**src/rtl/main_control_fsm.sv**
```systemverilog
// main_control_fsm: multicycle RISC-V main control unit.
// Sequences fetch/decode/execute/memory/writeback and drives datapath enables and selects.
module main_control_fsm (
    input  logic       clk,
    input  logic       rst_n,
    input  logic [6:0] opcode,
    input  logic       zero,
    input  logic       mem_ready,
    output logic       pc_write,
    output logic       adr_src,
    output logic       mem_write,
    output logic       ir_write,
    output logic [1:0] result_src,
    output logic [1:0] alu_src_a,
    output logic [1:0] alu_src_b,
    output logic [1:0] alu_op,
    output logic [1:0] imm_src,
    output logic       reg_write,
    output logic       retire,
    output logic       illegal
);
    typedef enum logic [3:0] {
        FETCH, DECODE, MEMADR, MEMREAD, MEMWB, MEMWRITE,
        EXECR, EXECI, ALUWB, BEQ, JAL, TRAP
    } state_t;

    localparam logic [6:0] OP_LW   = 7'b0000011;
    localparam logic [6:0] OP_SW   = 7'b0100011;
    localparam logic [6:0] OP_R    = 7'b0110011;
    localparam logic [6:0] OP_IMM  = 7'b0010011;
    localparam logic [6:0] OP_BEQ  = 7'b1100011;
    localparam logic [6:0] OP_JAL  = 7'b1101111;

    state_t state_q, state_d;
    logic   pc_update, branch;

    always_ff @(posedge clk or negedge rst_n)
        if (!rst_n) state_q <= FETCH;
        else        state_q <= state_d;

    always_comb begin
        state_d    = state_q;
        pc_update  = 1'b0;
        branch     = 1'b0;
        adr_src    = 1'b0;
        mem_write  = 1'b0;
        ir_write   = 1'b0;
        result_src = 2'b00;
        alu_src_a  = 2'b00;
        alu_src_b  = 2'b00;
        alu_op     = 2'b00;
        reg_write  = 1'b0;
        retire     = 1'b0;
        illegal    = 1'b0;
        case (state_q)
            FETCH: begin
                alu_src_b  = 2'b10;
                result_src = 2'b10;
                ir_write   = mem_ready;
                pc_update  = mem_ready;
                state_d    = mem_ready ? DECODE : FETCH;
            end
            DECODE: begin
                alu_src_a = 2'b01;
                alu_src_b = 2'b01;
                state_d   = (opcode == OP_LW || opcode == OP_SW) ? MEMADR :
                            (opcode == OP_R)   ? EXECR :
                            (opcode == OP_IMM) ? EXECI :
                            (opcode == OP_BEQ) ? BEQ   :
                            (opcode == OP_JAL) ? JAL   : TRAP;
            end
            MEMADR: begin
                alu_src_a = 2'b10;
                alu_src_b = 2'b01;
                state_d   = (opcode == OP_SW) ? MEMWRITE : MEMREAD;
            end
            MEMREAD: begin
                adr_src = 1'b1;
                state_d = mem_ready ? MEMWB : MEMREAD;
            end
            MEMWB: begin
                result_src = 2'b01;
                reg_write  = 1'b1;
                retire     = 1'b1;
                state_d    = FETCH;
            end
            MEMWRITE: begin
                adr_src   = 1'b1;
                mem_write = mem_ready;
                retire    = mem_ready;
                state_d   = mem_ready ? FETCH : MEMWRITE;
            end
            EXECR: begin
                alu_src_a = 2'b10;
                alu_op    = 2'b10;
                state_d   = ALUWB;
            end
            EXECI: begin
                alu_src_a = 2'b10;
                alu_src_b = 2'b01;
                alu_op    = 2'b11;
                state_d   = ALUWB;
            end
            ALUWB: begin
                reg_write = 1'b1;
                retire    = 1'b1;
                state_d   = FETCH;
            end
            BEQ: begin
                alu_src_a = 2'b10;
                alu_op    = 2'b01;
                branch    = 1'b1;
                retire    = 1'b1;
                state_d   = FETCH;
            end
            JAL: begin
                alu_src_a = 2'b01;
                alu_src_b = 2'b10;
                pc_update = 1'b1;
                state_d   = ALUWB;
            end
            TRAP: begin
                illegal = 1'b1;
                state_d = TRAP;
            end
            default: state_d = FETCH;
        endcase
    end

    assign pc_write = pc_update | (branch & zero);

    assign imm_src = (opcode == OP_SW)  ? 2'b01 :
                     (opcode == OP_BEQ) ? 2'b10 :
                     (opcode == OP_JAL) ? 2'b11 : 2'b00;
endmodule

```
**config.mk**
```make
export PLATFORM = sky130hd
export DESIGN_NAME = main_control_fsm
export DESIGN_NICKNAME = d
export VERILOG_FILES = /design/src/rtl/main_control_fsm.sv
export SDC_FILE = /design/constraint.sdc
export NUM_CORES = 1
export LEC_CHECK = 0
export BUFFER_PORTS_ARGS = -buffer_cell sky130_fd_sc_hd__buf_2
export CAP_MARGIN = 20
export CORE_MARGIN = 10
export CORE_UTILIZATION = 35
export CTS_CLUSTER_DIAMETER = 40
export DETAILED_ROUTE_END_ITERATION = 7
export PLACE_DENSITY = 0.67
export SETUP_SLACK_MARGIN = 0.02
export SLEW_MARGIN = 15
export SYNTH_ARGS = -nofsm -noshare
export SYNTH_HDL_FRONTEND = slang
export SYNTH_SLANG_ARGS = --single-unit
```
**constraint.sdc**
```tcl
create_clock -name clk -period 1.6 [get_ports clk]
set_input_delay 0.08 -clock clk [delete_from_list [all_inputs] [get_ports clk]]
set_output_delay 0.08 -clock clk [all_outputs]
set_load 0.05 [all_outputs]
```
### After elaboration in Yosys (flattened, before gate mapping)

Index checks and enable logic that the tools add are counted.
W data, S select, Z words.

* mux-type cells: 25
* divide/modulo/power cells: 0
* bitwise operators: 2
* add/sub/neg operators: 0
* reduce and logical (&&, ||, !) cells: 10
* order comparisons: 0
* shift-type cells: 0
* multipliers: 0
* equal/unequal tests: 17

Operator list (number)
* $pmux W4 S7: 1
* $eq A4 B3 Y1 const B: 4
* $eq A4 B4 Y1 const B: 4
* $eq A7 B6 Y1 const B: 2
* $eq A7 B7 Y1 const B: 2
* $mux W4: 3
* $pmux W2 S2: 3
* $mux W3: 3
* $reduce_or A3 Y1: 3
* $eq A4 B2 Y1 const B: 2
* $mux W1: 8
* $mux W2: 4
* $reduce_or A2 Y1: 4
* $eq A7 B2 Y1 const B: 1
* $eq A7 B5 Y1 const B: 1
* $pmux W2 S3: 1
* $eq A4 B1 Y1 const B: 1
* $logic_not A4 Y1: 1
* $pmux W1 S2: 2
* $reduce_or A4 Y1: 1
* $and A1 B1 Y1: 1
* $logic_or A1 B1 Y1: 1
* $or A1 B1 Y1: 1

* memories kept: 0
* bits in read-only memories: 0
* bits in writable memories: 0
* bits of input ports: 11
* register bits after elaboration: 4
* output and inout bits: 17
* latch bits: 0
* logic and storage cells: 55

### Depth between registers and ports, before layout

* depth after elaboration: 7
* depth in mapped cells: 4
* mapped depth without buffers: 3

### Least setup slack after synthesis

Ideal clock, no wire load.

* kind: register -> output
* start point: register state_q[1]
* end point: output port ir_write
* slack: -612 ps
* arrival time: 2132 ps
* cell stages (with the launch flop): 4
* buffers on the path: 1
* data required time: 1520 ps
* cell sequence: dfrtp_1 -> buf_2 -> nor4_2 -> and2_1

* word-level cells in the longest chain between the ends: 2

Ends and longest elaborated chain
* from (decl): RTL line 34 `state_t state_q, state_d;`
* from (signal assigned): RTL line 39 `else state_q <= state_d;`
* $logic_not A4 Y1: RTL line 55 `case (state_q)`
* $mux W1: RTL line 55
* to (decl): RTL line 12 `output logic ir_write,`

Every way passes these cells.

### Worst setup path in the final report

* start point: register state_q[3]
* end point: output port pc_write

* word-level cells in the longest chain between the ends: 4
* elaborated cells on any way between the ends: 7
* classes of those cells: 2 x eq/ne; 2 x mux; 2 x bitwise; 1 x reduce/logical

Ends and longest elaborated chain
* $eq A4 B4 Y1: RTL line 55
* $mux W1: RTL line 55
* $and A1 B1 Y1: RTL line 130 `assign pc_write = pc_update | (branch & zero);`
* $or A1 B1 Y1 (*): RTL line 130
* to (decl): RTL line 9 `output logic pc_write,`

Mark *: on every way between the ends. The rest lies on a longest branch, timed or not.

==> tab_implementation.tex <==
\begin{tabular}{lr}
\hline
Metric & Value \\
\hline
\multicolumn{2}{l}{\textbf{Drt}} \\
\quad Met2 wire len & 998 µm \\
\quad Max layer used & met4 \\
\quad Post-DRT Antenna Nets & 0 \\
\quad Number of DRC markers in iteration 0 & 14 \\
\quad Vias & 762 \\
\quad DRC & 0 \\
\quad Met3 wire len & 96 µm \\
\quad Per-cell via count in the routed design & 5.37 \\
\quad Met1 WL & 845 µm \\
\quad Routed wire length & 1970 µm \\
\quad Routed wire length per instance & 13.8 µm \\
\quad 1st-pass router iterations & 4 \\
\multicolumn{2}{l}{\textbf{STA}} \\
\quad Slew @ Worst Pin & 242 ps \\
\quad Final number of max-transition violations & 0 \\
\quad Final hold violations & 0 \\
\quad RSZ-0062 raised after global routing & yes \\
\quad Clock Skew & 2.30 ps \\
\quad Minimum clock period after layout & 1610 ps \\
\quad Max-slew headroom at the worst pin & 83.6\% \\
\quad Setup\_tns & -9.72 ps \\
\quad Achievable Freq & 0.621 GHz \\
\quad Setup-failing EPs final & 1 \\
\quad Final period util & 101\% \\
\quad Post-layout worst setup margin & -9.72 ps \\
\multicolumn{2}{l}{\textbf{Cells and area}} \\
\quad Top register by number of flip-flops & state\_q \\
\quad Most used cells in the layout excluding fill and tap cells & buf\_2, buf\_4, nor2b\_1, nor2\_1, nand2\_1 \\
\quad Antenna cells & 0 \\
\quad Largest registers & state\_q (4) \\
\quad Most common cell after layout, fill and taps aside & buf\_2 \\
\quad Area Growth Syn to Fin & 46.3\% \\
\quad Layout cells sized above 1 & 44.4\% \\
\quad Net count reported at finish & 130 \\
\quad Max FFs per register & 4 \\
\quad Core utilization of the finished layout & 54.1\% \\
\quad Final instance area & 933 µm² \\
\multicolumn{2}{l}{\textbf{Die}} \\
\quad Height of the chip & 62.7 µm \\
\quad Die footprint & 3930 µm² \\
\quad Floorplan Core Area & 1730 µm² \\
\quad Initial core utilization & 37.0\% \\
\quad Overall die width & 62.7 µm \\
\quad Total number of placement rows & 15 \\
\quad Count of pins on the block boundary & 28 \\
\multicolumn{2}{l}{\textbf{Synthesis}} \\
\quad Mean cell area of the mapped netlist & 7.60 µm² \\
\quad Count of state elements after synthesis & 4 \\
\quad Distinct cells, synth & 40 \\
\quad Cell count after synthesis & 84 \\
\quad Fraction of registers with async set or reset after synthesis & 100\% \\
\quad Primary FF master, synth & dfrtp\_1 \\
\quad Area fraction of the dominant cell type after synthesis & 15.7\% \\
\quad Largest area contributor in the netlist & dfrtp\_1 \\
\quad Number of warnings issued by yosys & 0 \\
\quad Syn nets & 95 \\
\quad Sequential share of the synthesized area & 15.7\% \\
\quad Area of the mapped netlist & 638 µm² \\
\quad Number of synthesized flops with an enable pin & 0 \\
\quad Top cells by area in the synthesized netlist & dfrtp\_1, nor2b\_1, nand2b\_1, o21a\_1, mux2i\_1 \\
\multicolumn{2}{l}{\textbf{Placement}} \\
\quad Final GP Congestion & 0.807 \\
\quad Place WS & 187 ps \\
\quad Placed cell area & 862 µm² \\
\quad Final HPWL DP & 1570 µm \\
\quad PortBufs & 27 \\
\multicolumn{2}{l}{\textbf{GRT}} \\
\quad Total grt overflow & 0 \\
\quad Gr usage total & 10.4\% \\
\quad Initial antenna violation count & 0 \\
\quad Vias in the first global route & 801 \\
\quad Maximum number of pins on one net before global-route repair & 25 \\
\quad First-pass GRT wire length & 3480 µm \\
\multicolumn{2}{l}{\textbf{Setup path}} \\
\quad Number of cell instances on the worst register-to-register path & 5 \\
\quad Count of buffer and inverter cells on the critical path & 1 \\
\quad Type of element launching the critical path & flip-flop \\
\quad Critical Path Sink Type & output pin \\
\quad Highest net fanout along the worst path & 5 \\
\quad Largest incremental delay on the critical path & 440 ps \\
\quad Arrival time worst endpoint & 1530 ps \\
\quad CP Cell Sequence & or3b\_1 > a21o\_1 > a21oi\_2 > buf\_6 \\
\quad Required time of the worst setup path & 1520 ps \\
\quad Max stage delay cell, worst path & dfrtp\_2 \\
\quad Dominant delay contributor by cell family on the critical path & flip-flops \\
\quad Worst Setup Path Type & reg2out \\
\quad Number of cells on the critical path & 4 \\
\multicolumn{2}{l}{\textbf{Clock network}} \\
\quad Clk slew on worst S/H paths & 40 ps \\
\quad Number of levels in the clock H-tree & 1 \\
\quad Buffers from clock root to sink, at most & 2 \\
\quad Clock latency on the worst-skew pair & 240 ps \\
\quad Setup Buffers After CTS & 0 \\
\quad CTS root buffer & clkbuf\_4 \\
\quad Cts bufs inserted & 3 \\
\quad TritonCTS clock tree & built \\
\quad Clock Sinks & 4 \\
\multicolumn{2}{l}{\textbf{Status}} \\
\quad Status & complete, but fails checks \\
\quad Failing checks & negative setup slack \\
\multicolumn{2}{l}{\textbf{Job}} \\
\quad Max-capacitance violation count & 0 \\
\multicolumn{2}{l}{\textbf{Worst hold path}} \\
\quad Hold crit path type & in2async \\
\hline
\end{tabular}
[final timing paths]
| path | endpoint | slack, ps | from |
|---|---|---|---|
| max reg2reg | state_q[1] | 320 | state_q[0] |
| max | pc_write | -10 | state_q[3] |
| min | state_q[0] | 170 | rst_n |
| max in group asynchronous | state_q[3] | 1300 | rst_n |
| min in group clk | state_q[1] | 180 | opcode[6] |
| min reg2reg | state_q[1] | 680 | state_q[2] |
[area by class of cell]
cell class | count | area [µm²]
Timing Repair Buffer | 36 | 244
Fill cell | 186 | 793
Multi-Input combinational cell | 70 | 519
Sequential cell | 4 | 101
Tap cell | 25 | 31.3
Clock buffer | 3 | 22.5
Inverter | 4 | 15.0
[routing by layer]
| layer | GRT usage, % | up-vias |
|---|---|---|
| met1 | 11.3 | 355 |
| met5 | 0 | - |
| met3 | 2.69 | 2 |
| met4 | 5.87 | 0 |
| met2 | 17.8 | 27 |
| li1 | - | 378 |
[cell usage after synthesis, drive strengths merged (3+ instances only)]
cell and count:
nor3 4, nand2b 4, a21oi 4, nor2 5
buf 6, and2 3, nand3 3, dfrtp 4
inv 4, nor2b 8, nand2 5, o21a 3
[repair_timing]
action | in CTS | in global routing
pin swaps | 0 | 1
setup endpoints to repair | 4 | 10
resized for setup | 5 | 11
hold buffers | 1 | 0
endpoints found under the hold margin | 4 | 0
[through the flow]
step           hold WS (ps)  cells
6_report                172    142
4_1_cts                 177    142
5_1_grt                 171    142
3_5_place_dp           -113    138
3_3_place_gp           -113    138
2_1_floorplan          -216     84
[kinds of logic (layout without fill, tap and decap cells)]
| group | after synthesis | in the layout | share of synthesized area (%) |
|---|---|---|---|
| multiplexers | 2 | 2 | 3.14 |
| flip-flops | 4 | 4 | 15.7 |
| AO/OA/AOI/OAI | 20 | 20 | 24.5 |
| XOR/XNOR | 4 | 4 | 5.49 |
| buffers and inverters | 10 | 43 | 8.82 |
| AND/OR/NAND/NOR | 44 | 44 | 42.4 |
[worst reg2reg max path: cells and delay by family, from the launching register on]
kind	cells	cell delay [ps]
buf+inv	2	330
compound gates	2	270
flops	1	390
simple gates	1	170
Power is not shown: default switching activity piles up to over one toggle a cycle in this logic, so the estimate is an artifact.
